[src/rtl/tipi_nib_pkg.sv]
// Shared types and constants for the TIPI Pi-side nibble port.
package tipi_nib_pkg;

  // Frame progress: command nibble, high nibble, low nibble, then finished or faulted.
  typedef enum logic [2:0] {
    ST_CMD  = 3'd0,
    ST_HI   = 3'd1,
    ST_LO   = 3'd2,
    ST_DONE = 3'd3,
    ST_ERR  = 3'd4
  } nib_state_t;

  // Command nibbles as numeric values (TI bit 0 is the MSB, i.e. our bit 3).
  localparam logic [3:0] CMD_RD_TD = 4'h8;
  localparam logic [3:0] CMD_RD_TC = 4'h9;
  localparam logic [3:0] CMD_WR_RD = 4'h0;
  localparam logic [3:0] CMD_WR_RC = 4'h1;

  localparam int DEFAULT_SYNC_STAGES = 2;

  // True for the four command nibbles the port understands.
  function automatic logic cmd_valid(input logic [3:0] cmd);
    return (cmd == CMD_RD_TD) || (cmd == CMD_RD_TC) ||
           (cmd == CMD_WR_RD) || (cmd == CMD_WR_RC);
  endfunction

  // True for the two read commands.
  function automatic logic cmd_is_read(input logic [3:0] cmd);
    return (cmd == CMD_RD_TD) || (cmd == CMD_RD_TC);
  endfunction

endpackage

[src/rtl/tipi_sync_edge.sv]
// N-stage synchroniser for an asynchronous Pi input, with a registered
// single-cycle rising-edge pulse. level is the synchronised input; rise is
// high for one cycle, STAGES+1 clocks after the pin rises.
module tipi_sync_edge #(
  parameter int STAGES = 2
) (
  input  logic clk,
  input  logic reset,
  input  logic d,
  output logic level,
  output logic rise
);

  logic [STAGES-1:0] sync_reg;
  logic              prev_reg;
  logic              rise_reg;

  // Shift the pin through the synchroniser chain, then detect a 0->1 step.
  always_ff @(posedge clk or posedge reset) begin
    if (reset) begin
      sync_reg <= '0;
      prev_reg <= 1'b0;
      rise_reg <= 1'b0;
    end else begin
      sync_reg <= {sync_reg[STAGES-2:0], d};
      prev_reg <= sync_reg[STAGES-1];
      rise_reg <= sync_reg[STAGES-1] & ~prev_reg;
    end
  end

  assign level = sync_reg[STAGES-1];
  assign rise  = rise_reg;

endmodule

[src/rtl/tipi_nib_port.sv]
// Pi-side nibble transfer engine: three r_clk edges per frame (command,
// high nibble, low nibble). Reads stream a snapshot of TD/TC to the Pi,
// writes assemble a byte for RD/RC and pulse the matching write strobe.
// Byte buses are numeric: TI bit 0 (MSB) is bit 7 here, so TI [0:3] is [7:4].
module tipi_nib_port
  import tipi_nib_pkg::*;
#(
  parameter int SYNC_STAGES = DEFAULT_SYNC_STAGES
) (
  input  logic       clk,
  input  logic       reset,
  input  logic       r_clk,
  input  logic       r_nibrst,
  input  logic [3:0] r_nib_i,
  output logic [3:0] r_nib_o,
  output logic       r_nib_oe,
  input  logic [7:0] td_q,
  input  logic [7:0] tc_q,
  output logic [7:0] rd_d,
  output logic       rd_we,
  output logic [7:0] rc_d,
  output logic       rc_we,
  output logic       busy,
  output logic       frame_err
);

  logic clk_lvl, clk_rise;
  logic nibrst_lvl, nibrst_rise;

  tipi_sync_edge #(.STAGES(SYNC_STAGES)) u_clk_sync (
    .clk   (clk),
    .reset (reset),
    .d     (r_clk),
    .level (clk_lvl),
    .rise  (clk_rise)
  );

  tipi_sync_edge #(.STAGES(SYNC_STAGES)) u_nibrst_sync (
    .clk   (clk),
    .reset (reset),
    .d     (r_nibrst),
    .level (nibrst_lvl),
    .rise  (nibrst_rise)
  );

  // Only the strobe edge and the frame-reset level are needed.
  logic unused_sync;
  assign unused_sync = &{1'b0, clk_lvl, nibrst_rise};

  nib_state_t state_reg, state_next;
  logic       is_read_reg, is_read_next;
  logic       sel_c_reg, sel_c_next;
  logic [7:0] snap_reg, snap_next;
  logic [3:0] hi_reg, hi_next;
  logic [7:0] rd_d_reg, rd_d_next;
  logic [7:0] rc_d_reg, rc_d_next;
  logic       rd_we_reg, rd_we_next;
  logic       rc_we_reg, rc_we_next;
  logic       err_reg, err_next;
  logic [3:0] nib_o_reg, nib_o_next;
  logic       nib_oe_reg, nib_oe_next;

  // State and datapath registers; async reset returns every output to idle.
  always_ff @(posedge clk or posedge reset) begin
    if (reset) begin
      state_reg   <= ST_CMD;
      is_read_reg <= 1'b0;
      sel_c_reg   <= 1'b0;
      snap_reg    <= 8'h00;
      hi_reg      <= 4'h0;
      rd_d_reg    <= 8'h00;
      rc_d_reg    <= 8'h00;
      rd_we_reg   <= 1'b0;
      rc_we_reg   <= 1'b0;
      err_reg     <= 1'b0;
      nib_o_reg   <= 4'h0;
      nib_oe_reg  <= 1'b0;
    end else begin
      state_reg   <= state_next;
      is_read_reg <= is_read_next;
      sel_c_reg   <= sel_c_next;
      snap_reg    <= snap_next;
      hi_reg      <= hi_next;
      rd_d_reg    <= rd_d_next;
      rc_d_reg    <= rc_d_next;
      rd_we_reg   <= rd_we_next;
      rc_we_reg   <= rc_we_next;
      err_reg     <= err_next;
      nib_o_reg   <= nib_o_next;
      nib_oe_reg  <= nib_oe_next;
    end
  end

  // Next-state and output decode; frame reset overrides any recognised edge.
  always_comb begin
    state_next   = state_reg;
    is_read_next = is_read_reg;
    sel_c_next   = sel_c_reg;
    snap_next    = snap_reg;
    hi_next      = hi_reg;
    rd_d_next    = rd_d_reg;
    rc_d_next    = rc_d_reg;
    rd_we_next   = 1'b0;
    rc_we_next   = 1'b0;
    err_next     = err_reg;
    nib_o_next   = 4'h0;
    nib_oe_next  = 1'b0;

    if (nibrst_lvl) begin
      state_next = ST_CMD;
      err_next   = 1'b0;
    end else if (clk_rise) begin
      case (state_reg)
        ST_CMD: begin
          if (cmd_valid(r_nib_i)) begin
            is_read_next = cmd_is_read(r_nib_i);
            sel_c_next   = (r_nib_i == CMD_RD_TC) || (r_nib_i == CMD_WR_RC);
            if (cmd_is_read(r_nib_i)) begin
              snap_next = (r_nib_i == CMD_RD_TC) ? tc_q : td_q;
            end
            state_next = ST_HI;
          end else begin
            err_next   = 1'b1;
            state_next = ST_ERR;
          end
        end
        ST_HI: begin
          if (!is_read_reg) begin
            hi_next = r_nib_i;
          end
          state_next = ST_LO;
        end
        ST_LO: begin
          if (!is_read_reg) begin
            if (sel_c_reg) begin
              rc_d_next  = {hi_reg, r_nib_i};
              rc_we_next = 1'b1;
            end else begin
              rd_d_next  = {hi_reg, r_nib_i};
              rd_we_next = 1'b1;
            end
          end
          state_next = ST_DONE;
        end
        ST_DONE: begin
          err_next   = 1'b1;
          state_next = ST_ERR;
        end
        default: state_next = state_reg;
      endcase
    end

    // Drive the Pi only while a read frame sits in HI or LO.
    if (is_read_next && (state_next == ST_HI)) begin
      nib_oe_next = 1'b1;
      nib_o_next  = snap_next[7:4];
    end else if (is_read_next && (state_next == ST_LO)) begin
      nib_oe_next = 1'b1;
      nib_o_next  = snap_next[3:0];
    end
  end

  assign r_nib_o   = nib_o_reg;
  assign r_nib_oe  = nib_oe_reg;
  assign rd_d      = rd_d_reg;
  assign rd_we     = rd_we_reg;
  assign rc_d      = rc_d_reg;
  assign rc_we     = rc_we_reg;
  assign frame_err = err_reg;
  assign busy      = (state_reg == ST_HI) || (state_reg == ST_LO);

endmodule

[config.mk]
export PLATFORM = sky130hd
export DESIGN_NAME = tipi_nib_port
export DESIGN_NICKNAME = d
export VERILOG_FILES = /design/src/rtl/tipi_nib_pkg.sv /design/src/rtl/tipi_sync_edge.sv /design/src/rtl/tipi_nib_port.sv
export SDC_FILE = /design/constraint.sdc
export NUM_CORES = 1
export LEC_CHECK = 0
export CAP_MARGIN = 20
export CORE_ASPECT_RATIO = 1.75
export CORE_UTILIZATION = 52
export DETAILED_ROUTE_END_ITERATION = 12
export PLACE_DENSITY = 0.84
export SYNTH_ARGS = -nofsm -noshare
export SYNTH_HDL_FRONTEND = slang
export SYNTH_SLANG_ARGS = --single-unit
[constraint.sdc]
create_clock -name clk -period 3.1 [get_ports clk]
set_input_delay 0.62 -clock clk [delete_from_list [all_inputs] [get_ports clk]]
set_output_delay 0.62 -clock clk [all_outputs]
set_load 0.01 [all_outputs]
==> impl_metrics.ini <==
[power_and_ir_drop]
powerDensity_nw_per_um2 = 511
switching_share_pct = 23.4
p_leak_nw = 1.18
pwr-share-comb_pct = 14.8
ir_drop_mv = 0.535
power.internal_w = 0.00103
power.switching_w = 0.000314
p_seq_share_pct = 53.5
clkPwrFrac_pct = 31.7

[die]
die_y_um = 83.6
die_area_um2 = 4070
num_io_pins = 49
die_w_um = 48.6
initial_core_util_pct = 54.6
rows = 29
core-area_um2 = 3630

[final_layout]
num_antenna_cells = 0
layout-drive-gt1-share_pct = 21.8
fill_cells = 257
nets = 230
areaGrowthSynthToFinish_pct = 32.5
layoutNonFillerInstCount = 252

[synthesis]
synth_nets = 177
yosysWarnings = 0
yosysSeqAreaShare_pct = 59.4
async_flop_share_pct = 100
syn_area_per_cell_um2 = 12.9
postSynthCellCount = 153
synth.area.top_cells = dfrtp_1, mux2_2, mux2i_1, nor2_1, inv_1
synth_top_area_share_pct = 59.4
synth-seq-cells = 47
netlist_top_cells_count = dfrtp_1, mux2_2, nor2_1
synth_top_area_cell = dfrtp_1
yosysMostFrequentCell = dfrtp_1
syn_area_um2 = 1980
yosysUniqueCellTypes = 33
synth_ff_type = dfrtp_1
synth_edf_count = 0

[critical_path]
arrival_ns = 2.68
worstSetupStartpointType = input port
slowest_stage = or4_4
cpPeakStageDelay_ns = 0.59
critPathBufInv = 1
critPathRequiredTime_ns = 3.30
crit_type = input port to register
crit_chain = clkdlybuf4s50_1 -> or4_4 -> nor3b_4 -> mux2_2 -> o32ai_1
critPathTopFamily = simple AND/OR/NAND/NOR gates
end_kind = register
critPathMaxFanout = 11

[grt]
grt_antenna_before_repair = 0
grt_pass1_vias = 1483
grt_max_degree = 48
grt_pass1_wl_um = 6620
grt_usage_pct = 21.8
overflow = 0

[clock_tree]
cts_tree = done
cts_num_sinks = 47
cts_buffer_depth = 2
clk_pin_slew_ns = 0.08
cts_max_level = 2
clk_latency_ns = 0.29
holdBufCountCts = 0
numCtsBuffers = 5
cts_resized = 0
root_buffer = clkbuf_8
post-cts-setup-buffer-count = 0

[placement]
dp_hpwl_um = 2990
numPortBuffers = 48
finalWeightedCongestion = 0.774
dp.cells = 244

[drt]
via_count = 1386
wl_um = 4130
drt-wirelength-per-cell_um = 16.4
drt_iter0_drc = 30
antenna_left = 0
drtPass1Iterations = 4
drc_errors = 0
vias_per_cell = 5.50

[timing]
rsz0062_at_grt = false
fmax_mhz = 403
hold_ws_ns = 0.351
fin_crit_sh_pct = 80.1
hold_viol_final = 0
finalCriticalPeriod_ns = 2.48
final_max_slew_viol_count = 0
fin_worst_skew_ns = 0.00671
tightest_slew_ns = 0.538
finalSetupViolCount = 0
setup_tns_ns = 0
relSlewSlack_pct = 63.7

[hold_path]
hp-class = register to register

[run_status]
status = complete, no violations

[job]
cap_viol_max_count = 0
-- layer usage --
layer	up-vias	global-route usage, %	wire [um]
li1	639	-	-
met1	671	21.2	1510
met2	65	41.4	2290
met3	11	4.92	224
met4	0	10.4	110
met5	-	0	0
-- worst reg2reg max path, cell delays in order, from the launching register on --
cell and delay, ns:
dfrtp_1 0.47, or4_4 0.53, nor3b_4 0.43, mux2_2 0.41, o32ai_1 0.13
-- cells in the final DEF (no fill, tap or decap), types with 2 or more instances in the layout --
cell	n
clkbuf_8	5
o21ai_0	3
mux2_2	25
nand2_1	3
a21oi_1	4
and2_2	4
clkdlybuf4s50_1	48
inv_1	9
dfrtp_1	47
buf_4	2
o32ai_1	4
nor2_1	15
nand2b_1	4
mux2i_1	8
nor2b_1	3
-- metrics by stage --
step / util [%] / setup slack, ns / area [um^2] / power, W
2_1_floorplan: - / 1.08 / 1980 / 0.000829
4_1_cts: 71.7 / 0.628 / 2600 / 0.00135
3_5_place_dp: 68.8 / 0.327 / 2500 / 0.000923
5_1_grt: 72.3 / 0.511 / 2620 / 0.00139
3_3_place_gp: 68.8 / 0.386 / 2500 / 0.000911
6_report: 72.3 / 0.616 / 2620 / 0.00134
-- final cells by class --
| class | instances | area, um^2 | area share [%] |
|---|---|---|---|
| clock buffer | 5 | 68.8 | 2.62 |
| clock inverter | 2 | 37.5 | 1.43 |
| inverter | 10 | 37.5 | 1.43 |
| multi-input combinational | 91 | 729 | 27.8 |
| sequential | 47 | 1180 | 44.8 |
| tap | 46 | 57.6 | 2.19 |
| timing repair buffer | 51 | 515 | 19.7 |
-- cells by family (layout without fill, tap and decap cells) --
logic type             after synthesis  after routing  synth area share, %
AOI/OAI and AO/OA                   20             20                 7.21
buffers and inverters               15             68                 3.73
DFF                                 47             47                 59.4
muxes                               33             33                 18.3
and+or+nand+nor                     38             38                 11.4
-- power by group through the flow --
stage	combinational (W)	clock (W)	sequential, W
4_1_cts	0.000196	0.000435	0.000717
3_5_place_dp	0.000195	0	0.000728
6_report	0.000198	0.000425	0.000717
2_1_floorplan	0.000106	0	0.000723
3_3_place_gp	0.000186	0	0.000725
5_1_grt	0.000217	0.000454	0.000724
-- worst paths after layout --
path                                                  startpoint                               end  slack, ns  cells after the start
worst max-delay path                                  r_nib_i[1]              r_nib_o[0]$_DFF_PP0_       0.62                      5
worst max register to register            state_reg[1]$_DFF_PP0_              r_nib_o[0]$_DFF_PP0_       1.04                      4
worst min-delay path            u_clk_sync.sync_reg[0]$_DFF_PP0_  u_clk_sync.sync_reg[1]$_DFF_PP0_       0.35                      0
max in group asynchronous                                  reset                r_nib_oe$_DFF_PP0_       2.20                      3
worst min register to register  u_clk_sync.sync_reg[0]$_DFF_PP0_  u_clk_sync.sync_reg[1]$_DFF_PP0_       0.35                      0
min in group asynchronous                                  reset                   rc_we$_DFF_PP0_       0.48                      2
(Power assumes the default switching activity.)
